**config.mk**
```make
export PLATFORM = sky130hd
export DESIGN_NAME = pipe_stage_reg
export DESIGN_NICKNAME = d
export VERILOG_FILES = /design/src/rtl/pipe_stage_reg_pkg.sv /design/src/rtl/pipe_stage_reg_entry.sv /design/src/rtl/pipe_stage_reg.sv
export SDC_FILE = /design/constraint.sdc
export NUM_CORES = 1
export LEC_CHECK = 0
export ABC_AREA = 1
export CAP_MARGIN = 20
export CORE_AREA = 2 2 203 205
export CTS_CLUSTER_SIZE = 28
export DETAILED_ROUTE_END_ITERATION = 6
export DIE_AREA = 0 0 205 207
export PLACE_DENSITY_LB_ADDON = 0.1
export SETUP_SLACK_MARGIN = 0.3
export SLEW_MARGIN = 30
export SYNTH_ARGS = -nofsm -noshare
export SYNTH_HDL_FRONTEND = slang
export SYNTH_SLANG_ARGS = --single-unit
```
**constraint.sdc**
```tcl
create_clock -name clk -period 3.6 [get_ports clk]
set_input_delay 0.72 -clock clk [delete_from_list [all_inputs] [get_ports clk]]
set_output_delay 0.72 -clock clk [all_outputs]
set_load 0.05 [all_outputs]
```
**src/rtl/pipe_stage_reg_pkg.sv**
```systemverilog
// Shared widths and payload layout for the inter-stage pipeline registers.
package pipe_pkg;

  localparam int unsigned PC_W_DEF    = 64;
  localparam int unsigned INSTR_W_DEF = 32;
  localparam int unsigned INFO_W_DEF  = 161;

  localparam logic [INSTR_W_DEF-1:0] NOP_INSTR = '0;

  typedef struct packed {
    logic [PC_W_DEF-1:0]    pc;
    logic [INSTR_W_DEF-1:0] instr;
    logic [INFO_W_DEF-1:0]  info;
  } stage_payload_t;

endpackage

```
**src/rtl/pipe_stage_reg_entry.sv**
```systemverilog
// One valid bit plus payload; the payload is forced to zero whenever the entry is invalid.
module pipe_stage_entry #(
  parameter int unsigned W = 8
) (
  input  logic         clk,
  input  logic         rst_n,
  input  logic         flush,
  input  logic         load,
  input  logic         drop,
  input  logic [W-1:0] d,
  output logic         valid,
  output logic [W-1:0] q
);

  always_ff @(posedge clk) begin
    if (!rst_n || flush) begin
      valid <= 1'b0;
      q     <= '0;
    end else if (load) begin
      valid <= 1'b1;
      q     <= d;
    end else if (drop) begin
      valid <= 1'b0;
      q     <= '0;
    end
  end

endmodule

```
**src/rtl/pipe_stage_reg.sv**
```systemverilog
// Pipeline stage register with valid/ready, stall, flush and optional 2-entry skid.
// Optional perf counters enabled by defining PIPE_STAGE_REG_PERF_EN.
module pipe_stage_reg
  import pipe_pkg::*;
#(
  parameter int unsigned PC_W    = PC_W_DEF,
  parameter int unsigned INSTR_W = INSTR_W_DEF,
  parameter int unsigned INFO_W  = INFO_W_DEF,
  parameter int unsigned SKID    = 0
) (
  input  logic               clk,
  input  logic               rst_n,
  input  logic               flush,
  input  logic               stall,
  input  logic               in_valid,
  output logic               in_ready,
  input  logic [PC_W-1:0]    in_pc,
  input  logic [INSTR_W-1:0] in_instr,
  input  logic [INFO_W-1:0]  in_info,
  output logic               out_valid,
  input  logic               out_ready,
  output logic [PC_W-1:0]    out_pc,
  output logic [INSTR_W-1:0] out_instr,
  output logic [INFO_W-1:0]  out_info
`ifdef PIPE_STAGE_REG_PERF_EN
  ,
  output logic [31:0]        perf_stall_cnt,
  output logic [31:0]        perf_flush_cnt
`endif
);

  localparam int unsigned W = PC_W + INSTR_W + INFO_W;

  logic [W-1:0] in_pl, main_d, main_q, skid_q;
  logic         main_v, skid_v;
  logic         main_load, main_drop;
  logic         in_fire, out_fire;

  assign in_pl    = {in_pc, in_instr, in_info};
  assign in_fire  = in_valid & in_ready;
  assign out_fire = main_v & out_ready & ~stall;

  // Main refills from the skid first to keep FIFO order; with SKID=0 skid_v is tied low.
  assign main_load = (in_fire & (~main_v | out_fire)) | (out_fire & skid_v);
  assign main_drop = out_fire & ~main_load;
  assign main_d    = skid_v ? skid_q : in_pl;

  pipe_stage_entry #(.W(W)) u_main (
    .clk   (clk),
    .rst_n (rst_n),
    .flush (flush),
    .load  (main_load),
    .drop  (main_drop),
    .d     (main_d),
    .valid (main_v),
    .q     (main_q)
  );

  generate
    if (SKID == 0) begin : g_single
      assign skid_v   = 1'b0;
      assign skid_q   = '0;
      assign in_ready = rst_n & ~flush & (~main_v | (out_ready & ~stall));
    end else begin : g_skid
      logic skid_load;
      // The skid only fills when main is occupied and not leaving this cycle.
      assign skid_load = in_fire & main_v & ~out_fire;
      assign in_ready  = rst_n & ~flush & ~skid_v;

      pipe_stage_entry #(.W(W)) u_skid (
        .clk   (clk),
        .rst_n (rst_n),
        .flush (flush),
        .load  (skid_load),
        .drop  (out_fire),
        .d     (in_pl),
        .valid (skid_v),
        .q     (skid_q)
      );
    end
  endgenerate

  assign out_valid = main_v;
  assign out_pc    = main_q[W-1 -: PC_W];
  assign out_instr = main_q[INFO_W +: INSTR_W];
  assign out_info  = main_q[INFO_W-1:0];

`ifdef PIPE_STAGE_REG_PERF_EN
  always_ff @(posedge clk) begin
    if (!rst_n) begin
      perf_stall_cnt <= '0;
      perf_flush_cnt <= '0;
    end else begin
      if (main_v && stall && perf_stall_cnt != '1)
        perf_stall_cnt <= perf_stall_cnt + 32'd1;
      if (flush && (main_v || skid_v || in_valid) && perf_flush_cnt != '1)
        perf_flush_cnt <= perf_flush_cnt + 32'd1;
    end
  end
`endif

endmodule
```
# Word-level counts from Yosys, hierarchy flattened
# Cells that the tools add are included.
[classes]
bitwise_logic = 14
n_reduce_logical = 3
muxes = 4
[ops]
columns = ["cell", "n"]
rows = [
  ["257-bit two-way mux", 2],
  ["1-bit bitwise AND", 8],
  ["1-bit NOT", 4],
  ["1-bit two-way mux", 2],
  ["1-bit bitwise OR", 2],
  ["2-bit nonzero test", 1],
  ["1-bit zero test", 1],
  ["1-bit logical OR", 1],
]
[word_totals]
input_bits = 263
output_inout_bits = 259
regBits = 258

# Logic depth before layout (Yosys ltp)
[depth]
word_depth = 10
mapped_depth = 8

# Modules after synthesis
# From an unflattened synthesis, not the netlist that was laid out.
[hier_totals]
hier_cells = 1132
area_unflattened_um2 = 8954.8
[modules_own_cells]
columns = ["module", "seq_area_each_um2", "area_each_um2", "cells_each", "instances"]
rows = [
  ["pipe_stage_entry", 5165.0, 8888.5, 1120, 1],
  ["pipe_stage_reg", 0.0, 66.3, 12, 1],
]

# Least setup slack after synthesis
# OpenSTA, ideal clock, no wires.
[synth_path]
kind = "input port to output port"
from = "in rst_n"
to = "out in_ready"
slack_ns = 0.770
stages = 6
t_arrival_ns = 2.110
n_path_buf = 2
cell_sequence = "inv_1 > nor2_4 > inv_2 > buf_2 > buf_2 > a21oi_1"
[synth_between]
elab_chain_cells = 2
[synth_lines]
columns = ["item", "line_no", "source"]
rows = [
  ["start: declaration", "pipe_stage_reg.sv:12", "input logic rst_n,"],
  ["1-bit bitwise AND (2 in a row)", "pipe_stage_reg.sv:63", "assign in_ready = rst_n & ~flush & (~main_v | (out_ready & ~stall));"],
  ["end: declaration", "pipe_stage_reg.sv:16", "output logic in_ready,"],
]
# Every way passes these cells.

# Worst setup path after layout
[layout_path]
from = "reg u_main.valid"
to = "out out_valid"
[layout_lines]
columns = ["item", "line_no", "source"]
rows = [
  ["start: declaration", "pipe_stage_reg_entry.sv:11", "output logic valid,"],
  ["start signal: assignment", "pipe_stage_reg_entry.sv:17", "valid <= 1'b0;"],
  ["start signal: assignment", "pipe_stage_reg_entry.sv:20", "valid <= 1'b1;"],
  ["start signal: assignment", "pipe_stage_reg_entry.sv:23", "valid <= 1'b0;"],
  ["end: declaration", "pipe_stage_reg.sv:20", "output logic out_valid,"],
]
# No word-level cell between the ends.

==> metrics.csv <==
stage,metric,value,unit
placement,Post-DP Area,0.0172,sq mm
drt,first drt pass iteration count,4,
min_path,HP Class,flip-flop to flip-flop,
floorplanning,Die H,207,microns
floorplanning,Chip Width,205,microns
global_routing,vias in the first global route,11400,
sta,Fmax achieved,0.351,GHz
sta,worst-margin pin slew,981,ps
sta,Tmin final,2850,ps
setup_path,cell family with most CP delay,buffers and inverters,
clocking,Max clock buf depth,3,
drt,Iter 0 DRT Violations,558,
setup_path,crit path cell chain,clkdlybuf4s50_1,
sta,TNS Setup,0,ps
pwr,Overall Power,7.06,mW
clocking,CTS Root Cell,clkbuf_16,
setup_path,reg-to-reg setup timing slack,1570,ps
drt,WL met2,22.4,mm
run_status,run status,"complete, no violations",
global_routing,GRT Total Usage,0.210,
placement,routability-driven placement congestion ratio,0.754,
sta,clk_skew,14.9,ps
drt,Max Used Layer,met4,
setup_path,"Arr. time, crit path",2130,ps
cells_and_area,"commonest non-fill, non-tap cell in the layout",clkdlybuf4s50_1,
pwr,Leakage,5.30,nW
yosys,Synth Area per Inst,9.99,sq um
setup_path,Worst path max stage delay,930,ps
setup_path,Critical Path RT,2880,ps
cells_and_area,Filler cells,3966,
floorplanning,DIE AREA,0.0424,sq mm
cells_and_area,Multi-input gate area,0.00578,sq mm
sta,# setup viols final,0,
sta,Worst slew margin,0.346,
sta,Pins Over Slew Limit,0,
drt,DRT Wirelength,47.0,mm
clocking,Setup Buffers After CTS,0,
cells_and_area,sequential cell area,0.00516,sq mm
pwr,VDD IR max,0.311,mV
yosys,Cells after Synth,1208,
drt,met1 WL,19.5,mm
yosys,Synth Cell Area,0.0121,sq mm
clocking,clk_lat worst skew,570,ps
setup_path,Worst setup startpoint,u_main.valid$_SDFFE_PP0P_,
global_routing,total congestion overflow,0,
cells_and_area,"commonest non-fill, non-tap cells in the layout","clkdlybuf4s50_1, dfxtp_1, nand4_1",
setup_path,FF-to-FF path depth,6,
min_path,Hold Crit Depth,2,
drt,wire per inst,21.6,microns
setup_path,Worst path slowest cell,clkdlybuf4s50_1,
clocking,hold_buf cts,0,
clocking,CTS tree,done,
yosys,unique cell type count in the Yosys netlist,19,
setup_path,RR Endpoint,u_main.q[73]$_SDFFE_PP0P_,
pwr,pwr dens,386,mW/mm^2
setup_path,Critical R2R Launch,u_main.valid$_SDFFE_PP0P_,
yosys,Syn. warnings,0,
yosys,Synthesized Nets,1471,
clocking,CTS buffer count,31,
setup_path,critical path startpoint category,flip-flop,
floorplanning,top-level I/O count,522,
floorplanning,Std-Cell Rows,74,
clocking,H-tree Lvls,1,
global_routing,largest net degree at the start of global routing,156,
floorplanning,Initial Util,0.299,
sta,final hold viol count,0,
clocking,Clock Sinks,258,
setup_path,Bufs and invs on worst path,1,
sta,final period utilization,0.791,
drt,Remaining DRCs,0,
setup_path,Crit Path Max Fanout,4,
clocking,post-cts gate resize count,0,
drt,Vias,11400,
flow_run,maxcap violations,0,
global_routing,initial antenna violation count,9,
yosys,#FFs+latches synth,258,
min_path,Hold Path Origin,u_main.q[173]$_SDFFE_PP0P_,
cells_and_area,synth-to-layout area growth,51.5,%
global_routing,wire length of the first global-routing pass,70.8,mm
sta,RSZ-0062 raised after global routing,no,
setup_path,Setup crit end kind,output pin,
drt,met3 wire length,3.55,mm
clocking,"CTS clk-pin slew, worst paths",60,ps
placement,HPWL after DPL,29.7,mm
setup_path,crit path kind,flip-flop to output pin,
cells_and_area,layout cells sized above 1,0.257,
cells_and_area,cell area after layout,0.0183,sq mm
drt,remaining antenna violation count,0,
floorplanning,core footprint,0.0404,sq mm
min_path,Hold EP,u_main.q[173]$_SDFFE_PP0P_,
drt,Via density,5.23,
yosys,"Seq/Total Area, Yosys",0.428,
placement,IO Port Bufs,521,
cells_and_area,nets,1884,
[where the power goes]
part | switching (mW) | leakage (nW) | internal [mW]
Combinational | 0.515 | 2.71 | 0.412
Clock | 1.26 | 0.501 | 1.95
Sequential | 0.0260 | 2.08 | 2.90
[metal layers]
layer | up-vias | global-route usage
met2 | 375 | 0.342
met3 | 78 | 0.0609
met5 | - | 0
met4 | 0 | 0.0826
li1 | 5372 | -
met1 | 5581 | 0.259
[cell type report]
cell class / count / area share
Sequential cell: 258 / 0.282
Antenna cell: 9 / 0.00123
Clock inverter: 9 / 0.00814
Clock buffer: 42 / 0.0474
Tap cell: 532 / 0.0364
Timing Repair Buffer: 549 / 0.307
Multi-Input combinational cell: 778 / 0.316
Inverter: 3 / 0.00103
[cell families (layout without fill, tap and decap cells)]
group,count (synthesis),in the layout,synth area share
compound gates,259,259,0.154
buf+inv,172,603,0.0945
flops,258,258,0.428
simple gates,519,519,0.323
other cells,0,9,0
[sequential cells by signal, summed over array words and instances, names as in the netlist]
register	cells
u_main.q	257
u_main.valid	1
[metrics by stage]
step	hold WS, ps	std cells	utilization	setup WS [ps]
3_3_place_gp	457	2120	0.427	689
4_1_cts	471	2171	0.452	702
2_1_floorplan	691	1208	-	770
5_1_grt	481	2179	0.453	670
6_report	468	2180	0.453	754
3_5_place_dp	461	2120	0.427	690
[worst max-delay path by stage]
stage / to / slack, ps / depth (start not counted)
final: out_valid / 750 / 1
after global routing: in_ready / 670 / 6
after detailed placement: u_main.q[107]$_SDFFE_PP0P_ / 690 / 6
after CTS: out_valid / 700 / 1
after floorplan: in_ready / 770 / 6
after global placement: u_main.q[143]$_SDFFE_PP0P_ / 690 / 6
[synthesized netlist by cell type]
| master | count | area share |
|---|---|---|
| buf_1 | 2 | 0.00062 |
| clkbuf_1 | 27 | 0.0084 |
| nor2_4 | 1 | 0.00093 |
| buf_2 | 106 | 0.044 |
| inv_1 | 2 | 0.00062 |
| nand3_2 | 192 | 0.16 |
| a21oi_2 | 150 | 0.11 |
| nand3_4 | 1 | 0.0015 |
| a21oi_1 | 109 | 0.045 |
| buf_12 | 13 | 0.022 |
| nand2_1 | 1 | 0.00031 |
| inv_2 | 1 | 0.00031 |
| buf_4 | 11 | 0.0068 |
| buf_8 | 9 | 0.011 |
| nand2_4 | 1 | 0.00093 |
| nand3_1 | 66 | 0.027 |
| nand4_1 | 257 | 0.13 |
| dfxtp_1 | 258 | 0.43 |
| buf_6 | 1 | 0.00093 |
Power figures use the tool's default switching activity.
